[config.mk]
export PLATFORM = sky130hd
export DESIGN_NAME = addsub_pipe
export DESIGN_NICKNAME = d
export VERILOG_FILES = /design/src/rtl/addsub_pkg.sv /design/src/rtl/addsub_seg.sv /design/src/rtl/addsub_pipe.sv
export SDC_FILE = /design/constraint.sdc
export NUM_CORES = 1
export LEC_CHECK = 0
export ABC_AREA = 1
export CORE_MARGIN = 2
export CORE_UTILIZATION = 51
export DETAILED_ROUTE_END_ITERATION = 7
export PLACE_DENSITY_LB_ADDON = 0.3
export SYNTH_ARGS = -nofsm -noshare
export SYNTH_HDL_FRONTEND = slang
export SYNTH_SLANG_ARGS = --single-unit
[constraint.sdc]
create_clock -name clk -period 3.5 [get_ports clk]
set_clock_uncertainty 0.15 [all_clocks]
set_input_delay 1.05 -clock clk [delete_from_list [all_inputs] [get_ports clk]]
set_output_delay 1.05 -clock clk [all_outputs]
set_load 0.1 [all_outputs]
[src/rtl/addsub_pkg.sv]
// Shared types and defaults for the pipelined adder/subtractor.
package addsub_pkg;

  localparam int unsigned AddsubWidth  = 32;
  localparam int unsigned AddsubStages = 4;
  localparam int unsigned AddsubTagW   = 4;

  typedef enum logic [1:0] {
    OP_ADD = 2'd0,
    OP_SUB = 2'd1,
    OP_ADC = 2'd2,
    OP_SBC = 2'd3
  } addsub_op_t;

  typedef struct packed {
    logic cout;
    logic ovf;
    logic zero;
    logic neg;
  } addsub_flags_t;

  // Subtracting ops add the one's complement of B.
  function automatic logic op_invert_b(addsub_op_t op);
    return (op == OP_SUB) || (op == OP_SBC);
  endfunction

  // Carry into bit 0: SUB supplies the +1 of two's complement, ADC/SBC take the caller's carry.
  function automatic logic op_carry_in(addsub_op_t op, logic cin);
    logic c0;
    unique case (op)
      OP_ADD:  c0 = 1'b0;
      OP_SUB:  c0 = 1'b1;
      default: c0 = cin;
    endcase
    return c0;
  endfunction

endpackage

[src/rtl/addsub_seg.sv]
// One SEG-bit ripple segment of the pipelined carry chain.
module addsub_seg #(
  parameter int unsigned SEG = 8
) (
  input  logic [SEG-1:0] a_i,
  input  logic [SEG-1:0] b_i,
  input  logic           cin_i,
  output logic [SEG-1:0] s_o,
  output logic           cout_o,
  output logic           a_msb_o,
  output logic           b_msb_o
);

  logic [SEG:0] sum;

  // Segment sum with carry out in the extra top bit
  always_comb begin
    sum = {1'b0, a_i} + {1'b0, b_i} + {{SEG{1'b0}}, cin_i};
  end

  assign s_o     = sum[SEG-1:0];
  assign cout_o  = sum[SEG];
  assign a_msb_o = a_i[SEG-1];
  assign b_msb_o = b_i[SEG-1];

endmodule

[src/rtl/addsub_pipe.sv]
// Pipelined add/sub: the carry chain is cut into STAGES registered segments with an
// elastic valid/ready pipeline that collapses bubbles under output backpressure.
module addsub_pipe
  import addsub_pkg::*;
#(
  parameter int unsigned WIDTH  = AddsubWidth,
  parameter int unsigned STAGES = AddsubStages,
  parameter int unsigned TAG_W  = AddsubTagW
) (
  input  logic             clk,
  input  logic             rst_n,
  input  logic             in_valid,
  output logic             in_ready,
  input  addsub_op_t       in_op,
  input  logic [WIDTH-1:0] in_a,
  input  logic [WIDTH-1:0] in_b,
  input  logic             in_cin,
  input  logic [TAG_W-1:0] in_tag,
  output logic             out_valid,
  input  logic             out_ready,
  output logic [WIDTH-1:0] out_result,
  output logic             out_cout,
  output logic             out_ovf,
  output logic             out_zero,
  output logic             out_neg,
  output logic [TAG_W-1:0] out_tag
);

  if (STAGES < 1 || STAGES > WIDTH || (WIDTH % STAGES) != 0) begin : g_bad_cfg
    $error("addsub_pipe: WIDTH must be a non-zero multiple of STAGES");
  end

  localparam int unsigned SEG  = WIDTH / STAGES;
  localparam int unsigned Last = STAGES - 1;

  // Stage state. s_q holds summed low bits below the stage boundary and raw A above it;
  // b_q carries the not-yet-consumed effective B bits.
  logic [STAGES-1:0] v_q, v_d, adv;
  logic [STAGES-1:0] c_q, z_q;
  logic [WIDTH-1:0]  s_q [STAGES];
  logic [WIDTH-1:0]  b_q [STAGES];
  logic [TAG_W-1:0]  tag_q [STAGES];
  logic              ovf_q;

  // Per-stage source selection and segment results
  logic [STAGES-1:0] src_v, c_src, z_src, z_d;
  logic [STAGES-1:0] seg_c, seg_am, seg_bm;
  logic [WIDTH-1:0]  a_src [STAGES];
  logic [WIDTH-1:0]  b_src [STAGES];
  logic [WIDTH-1:0]  s_d [STAGES];
  logic [TAG_W-1:0]  tag_src [STAGES];
  logic [SEG-1:0]    seg_s [STAGES];

  logic [WIDTH-1:0]  in_b_eff;
  logic              in_c0;
  logic              ovf_d;
  addsub_flags_t     flags;

  // Condition the incoming request into a plain A + B_eff + c0 addition
  always_comb begin
    in_b_eff = op_invert_b(in_op) ? ~in_b : in_b;
    in_c0    = op_carry_in(in_op, in_cin);
  end

  for (genvar k = 0; k < STAGES; k++) begin : g_stage
    localparam logic [WIDTH-1:0] SegMask = WIDTH'({SEG{1'b1}}) << (k * SEG);

    if (k == 0) begin : g_head
      assign src_v[k]   = in_valid;
      assign a_src[k]   = in_a;
      assign b_src[k]   = in_b_eff;
      assign c_src[k]   = in_c0;
      assign z_src[k]   = 1'b1;
      assign tag_src[k] = in_tag;
    end else begin : g_body
      assign src_v[k]   = v_q[k-1];
      assign a_src[k]   = s_q[k-1];
      assign b_src[k]   = b_q[k-1];
      assign c_src[k]   = c_q[k-1];
      assign z_src[k]   = z_q[k-1];
      assign tag_src[k] = tag_q[k-1];
    end

    addsub_seg #(
      .SEG(SEG)
    ) u_seg (
      .a_i    (a_src[k][k*SEG +: SEG]),
      .b_i    (b_src[k][k*SEG +: SEG]),
      .cin_i  (c_src[k]),
      .s_o    (seg_s[k]),
      .cout_o (seg_c[k]),
      .a_msb_o(seg_am[k]),
      .b_msb_o(seg_bm[k])
    );

    // Splice this segment's sum into the travelling word
    assign s_d[k] = (a_src[k] & ~SegMask) | (WIDTH'(seg_s[k]) << (k * SEG));
    // Zero flag accumulates one segment at a time so no stage needs a full-width reduction
    assign z_d[k] = z_src[k] & ~(|seg_s[k]);
  end

  assign ovf_d = (seg_am[Last] == seg_bm[Last]) && (seg_s[Last][SEG-1] != seg_am[Last]);

  // A stage advances if it or any later stage has a hole, or the consumer takes the result
  always_comb begin
    logic hole;
    hole = 1'b0;
    adv  = '0;
    v_d  = v_q;
    for (int k = int'(Last); k >= 0; k--) begin
      hole   = hole | ~v_q[k];
      adv[k] = hole | out_ready;
      if (adv[k]) begin
        v_d[k] = src_v[k];
      end
    end
  end

  assign in_ready = adv[0];

  // Stage registers: valid follows the advance; data is captured only from a valid source
  always_ff @(posedge clk) begin
    if (!rst_n) begin
      v_q   <= '0;
      c_q   <= '0;
      z_q   <= '0;
      ovf_q <= 1'b0;
      for (int k = 0; k < int'(STAGES); k++) begin
        s_q[k]   <= '0;
        b_q[k]   <= '0;
        tag_q[k] <= '0;
      end
    end else begin
      v_q <= v_d;
      for (int k = 0; k < int'(STAGES); k++) begin
        if (adv[k] && src_v[k]) begin
          s_q[k]   <= s_d[k];
          b_q[k]   <= b_src[k];
          c_q[k]   <= seg_c[k];
          z_q[k]   <= z_d[k];
          tag_q[k] <= tag_src[k];
        end
      end
      if (adv[Last] && src_v[Last]) begin
        ovf_q <= ovf_d;
      end
    end
  end

  assign flags = '{cout: c_q[Last], ovf: ovf_q, zero: z_q[Last], neg: s_q[Last][WIDTH-1]};

  assign out_valid  = v_q[Last];
  assign out_result = s_q[Last];
  assign out_cout   = flags.cout;
  assign out_ovf    = flags.ovf;
  assign out_zero   = flags.zero;
  assign out_neg    = flags.neg;
  assign out_tag    = tag_q[Last];

endmodule

==> results of run 1 <==
[synthesized netlist by cell type (all sizes together)]
| cell | n |
|---|---|
| nor2 | 213 |
| o21bai | 2 |
| nand4 | 13 |
| nand2 | 143 |
| xnor2 | 26 |
| a21o | 3 |
| xor2 | 8 |
| buf | 25 |
| nand3b | 10 |
| clkbuf | 1 |
| o21ai | 5 |
| nand3 | 40 |
| dfxtp | 13 |
| edfxtp | 192 |
| fa | 8 |
| a21oi | 24 |
| inv | 207 |
| ha | 28 |
| nor3b | 3 |
| mux2i | 1 |
[metal layers]
| metal | vias to the layer above | GRT usage | part of all wire |
|---|---|---|---|
| li1 | 3286 | - | - |
| met1 | 2744 | 0.236 | 0.48 |
| met2 | 143 | 0.254 | 0.44 |
| met3 | 31 | 0.0286 | 0.053 |
| met4 | 0 | 0.0537 | 0.026 |
| met5 | - | 0 | 0 |
[path summary, 6_finish.rpt]
| kind | start | end | slack [ns] | cells after the start |
|---|---|---|---|---|
| worst min register to register | z_q[0]$_SDFFE_PN0P_ | z_q[0]$_SDFFE_PN0P_ | 0.32 | 2 |
| worst max-delay path | out_ready | in_ready | 0.13 | 6 |
| worst max register to register | b_q[0][8]$_SDFFCE_PN0P_ | z_q[1]$_SDFFE_PN0P_ | 1.29 | 8 |
| worst min-delay path | z_q[0]$_SDFFE_PN0P_ | z_q[0]$_SDFFE_PN0P_ | 0.32 | 2 |
[kinds of logic (layout without fill, tap and decap cells)]
| group | count (synthesis) | count (layout) | synth area share |
|---|---|---|---|
| simple gates | 422 | 422 | 0.179 |
| fa+ha+maj | 36 | 36 | 0.0521 |
| buf+inv | 233 | 376 | 0.102 |
| mux | 1 | 1 | 0.00102 |
| flops | 205 | 205 | 0.615 |
| xor+xnor | 34 | 34 | 0.0304 |
| compound gates | 34 | 34 | 0.0198 |
[state kept, by name (all words and copies together), names as in the netlist]
name,flops
tag_q,16
b_q,48
c_q,4
v_q,4
z_q,4
out_ovf,1
s_q,128
[worst register-to-register path, delay by kind of cell (launching register included)]
| kind | cells | cell delay (ns) |
|---|---|---|
| fa+ha+maj | 2 | 0.94 |
| simple gates | 5 | 0.44 |
| xor+xnor | 1 | 0.21 |
| flops | 1 | 0.44 |
[area by class of cell]
cell class / count / area, um2 / share of cell area
repair buffers: 132 / 1260 / 0.106
clock inverters: 12 / 150 / 0.0127
well taps: 234 / 293 / 0.0247
clock buffers: 25 / 582 / 0.0490
inverters: 207 / 782 / 0.0659
flip-flops and latches: 205 / 6030 / 0.508
multi-input cells: 527 / 2780 / 0.234
[stage by stage]
step           setup WS [ns]  std cells
2_1_floorplan          0.298        965
3_3_place_gp           0.125       1305
3_5_place_dp           0.155       1305
4_1_cts                0.137       1342
5_1_grt               0.0656       1342
6_report               0.132       1342
[report_power, final]
part | internal, mW | switching, mW | total (mW)
Sequential | 2.83 | 0.0423 | 2.87
Clock | 1.41 | 0.900 | 2.31
Combinational | 0.278 | 0.508 | 0.786
Total | 4.52 | 1.45 | 5.97
==> run metrics, run 1 <==
CP Data Arrival Time 2.17 ns; Post-Syn Area 0.00979 mm2; H-tree levels 1; Core Rows 50; endpoints failing setup 0; Num Clock Sinks about 200; CTS Hold Bufs 0; Period minus WS final 3.37 ns; Leak about 5.3 nW; Worst Setup End Kind output port; maximum VDD drop around 380 uV; CTS tree built; final period utilization 0.962; Max Cap Viol 0; post-route ant nets 0; largest net degree at the start of global routing 53; Synth Area per Inst about 10 um2; crit path max-delay cell type clkdlybuf4s50_1; post-synthesis sequential area ratio 0.615; WHS approximately 0.32 ns; fillers 1502; GPL Wtd Cong 0.831; Max FO, Critical Path 4; Tightest Pin Transition 0.544 ns; synthesized flop and latch total 205; Power Total ~6.0 mW; Post-Syn Instances 965; syn_nets 1076; antenna violations before repair 0; CP Class in -> out; final net count around 1200; crit-path cells clkdlybuf4s50_1 > inv_1 > nand3_4 > nor2_4 > nand2_2 > buf_12; routed vias 6204; DRC violations left 0; number of port buffers 116; Top Family by Delay on Critical Path buffers and inverters; Setup crit start kind primary input; dominant cells by area after synthesis edfxtp_1, nor2_1, inv_1, nand2_1, ha_1; first-pass GRT wire length 27100 um; Placed Area about 0.011 mm2; # IOs 117; fraction of layout cells with a size suffix above 1 0.101; Max Freq 297 MHz; number of global-route vias before repair 5792; routed wire length ~16000 um; RSZ-0062 raised after global routing false; Clock transition at path regs 0.05 ns; Fin. Hold Viols 0; pins over their slew limit 0; die height around 140 um; Synth warnings 0; WP buf/inv 3; Iteration-0 DRC Markers 261; CP required 2.30 ns; WL/cell between 10 and 15 um; area leader, netlist edfxtp_1; Synth-to-Final Area Change 21.2%; root buf cell clkbuf_16; residual overflow from global routing 0; hold crit path type reg -> reg; Via density between 4 and 5; Ant. Diodes 0; DIE WIDTH around 140 um; Slew Limit Headroom 0.637; Die Area roughly 0.020 mm2; worst stage delay on the critical path 0.41 ns; post-synthesis cell type count 29; router iterations before antenna repair 5; cts bufs inserted 22; Initial Utilization 0.522; Design Area, Final roughly 0.012 mm2; PostCTS Resize Cnt 0; status finished clean; HPWL Detailed about 11000 um; area share of the largest cell type after synthesis 0.589; latest clock arrival within the worst-skew pair 0.51 ns; Power Density roughly 500 mW/mm2; CORE AREA 0.0188 mm2; Tot GR Track Use 0.164; setup bufs post-CTS 0; commonest non-fill, non-tap cell in the layout nor2_1; fin util 0.632; TNS Setup 0 ns; Bufs on Longest Clock Path 3; most frequent cells in the layout nor2_1, inv_1, edfxtp_1, nand2_1, clkdlybuf4s50_1
Note: power is estimated with default switching activity, not from simulation.
==> run 2, diff against run 1 <==
--- a/config.mk
+++ b/config.mk
@@ -10,6 +10,7 @@
 export CORE_UTILIZATION = 51
 export DETAILED_ROUTE_END_ITERATION = 7
 export PLACE_DENSITY_LB_ADDON = 0.3
+export SETUP_SLACK_MARGIN = 0.2
 export SYNTH_ARGS = -nofsm -noshare
 export SYNTH_HDL_FRONTEND = slang
 export SYNTH_SLANG_ARGS = --single-unit
==> run metrics, run 2 (synthesis results as in run 1) <==
Flop pwr share 0.481; Clock transition at path regs 0.05 ns; final worst setup slack 0.505 ns; CORE AREA 0.0188 mm2; HPWL Detailed 11400 um; endpoints failing setup 0; Setup crit start kind primary input; status finished clean; # IOs 117; Max Cap Viol 0; antenna violations before repair 0; DRC violations left 0; Worst Setup End Kind output port; residual overflow from global routing 0; Tightest Pin Transition 0.543 ns; number of port buffers ~120; CP Class in -> out; Period minus WS final 2.99 ns; WL/cell 11.8 um; switching portion of total power 0.243; latest clock arrival within the worst-skew pair 0.52 ns; Synth-to-Final Area Change 21.6%; Pint 4.52 mW; fraction of layout cells with a size suffix above 1 0.106; RSZ-0062 raised after global routing false; TNS Setup 0 ns; commonest non-fill, non-tap cell in the layout nor2_1; Max Freq roughly 330 MHz; Initial Utilization 0.522; GPL Wtd Cong 0.831; Ant. Diodes 0; first-pass GRT wire length 27100 um; Core Rows 50; combinational share of power 0.132; post-route ant nets 0; Slew Limit Headroom 0.638; final cell count without fillers 1347; Fin. Hold Viols 0; Power Total 5.98 mW; maximum VDD drop 376 uV; most frequent cells in the layout nor2_1, inv_1, edfxtp_1, nand2_1, clkdlybuf4s50_1; pins over their slew limit 0; Via density about 4.6; CP required roughly 2.3 ns; fin util 0.635; CTS tree built; number of global-route vias before repair 5789; Reg2Reg Setup Slack 1.28 ns; Bufs on Longest Clock Path 3; Sw Pwr 1.45 mW; CTS Hold Bufs 0; router iterations before antenna repair 5; root buf cell clkbuf_16; Num Clock Sinks 205; routed vias 6258; clock share of power 0.387; CP Data Arrival Time 1.79 ns; Max FO, Critical Path 4; die height 143 um; Power Density 502 mW/mm2; DIE WIDTH around 140 um; register with the most flip-flops s_q; H-tree levels 1; Design Area, Final 0.0119 mm2; cts bufs inserted 22; largest net degree at the start of global routing 53; Inst Count DP 1305; Placed Area 0.0111 mm2; Iteration-0 DRC Markers 266; routed wire length 15900 um; Leak 5.32 nW; WHS approximately 0.32 ns; final period utilization 0.856; max FFs per register 128; Die Area about 0.020 mm2; Tot GR Track Use 0.163; final net count about 1200; pre-CTS WS 0.155 ns; hold crit path type reg -> reg; Largest regs s_q: 128 flops, b_q: 48 flops, tag_q: 16 flops
run 2: cell types whose count changed in the layout (fill, tap and decap cells not counted), sizes merged:
cell           change
buf                +5
clkdlybuf4s50      -1
dlymetal6s2s       +1
run 2: final timing paths:
path                                              start                  end  depth (start not counted)
worst min register to register      z_q[0]$_SDFFE_PN0P_  z_q[0]$_SDFFE_PN0P_                          2
worst max register to register  b_q[0][8]$_SDFFCE_PN0P_  z_q[1]$_SDFFE_PN0P_                          8
worst max-delay path                          out_ready             in_ready                          6
worst min-delay path                z_q[0]$_SDFFE_PN0P_  z_q[0]$_SDFFE_PN0P_                          2
run 2: cell type report:
type,count,area [um2]
clock buffers,25,582
multi-input cells,527,2780
clock inverters,12,150
repair buffers,137,1300
flip-flops and latches,205,6030
inverters,207,782
fillers,1497,6860
well taps,234,293
run 2: per-layer routing:
layer,vias to the layer above,GRT usage,routed length (um)
li1,3298,-,-
met1,2761,0.236,7480
met2,168,0.254,7100
met3,31,0.0286,869
met4,0,0.0537,416
met5,-,0,0
run 2: critical path, stage by stage:
cell            delay, ns
dlymetal6s2s_1       0.13
inv_2                0.10
nand3_4              0.09
nor2_4               0.17
nand2_4              0.09
buf_12               0.17
run 2: power groups by stage:
stage	Sequential, mW	Clock, mW	Combinational, mW
after floorplan	3.06	0	0.414
after global placement	2.92	0	0.777
after detailed placement	2.93	0	0.783
after CTS	2.88	2.36	0.788
after global routing	2.89	2.46	0.876
final	2.87	2.31	0.788
run 2: repair_timing:
| action | in CTS | in global routing |
|---|---|---|
| pin swaps | 0 | 1 |
| resized for setup | 2 | 1 |
| setup endpoints to repair | 1 | 1 |
| buffers inserted | 0 | 5 |
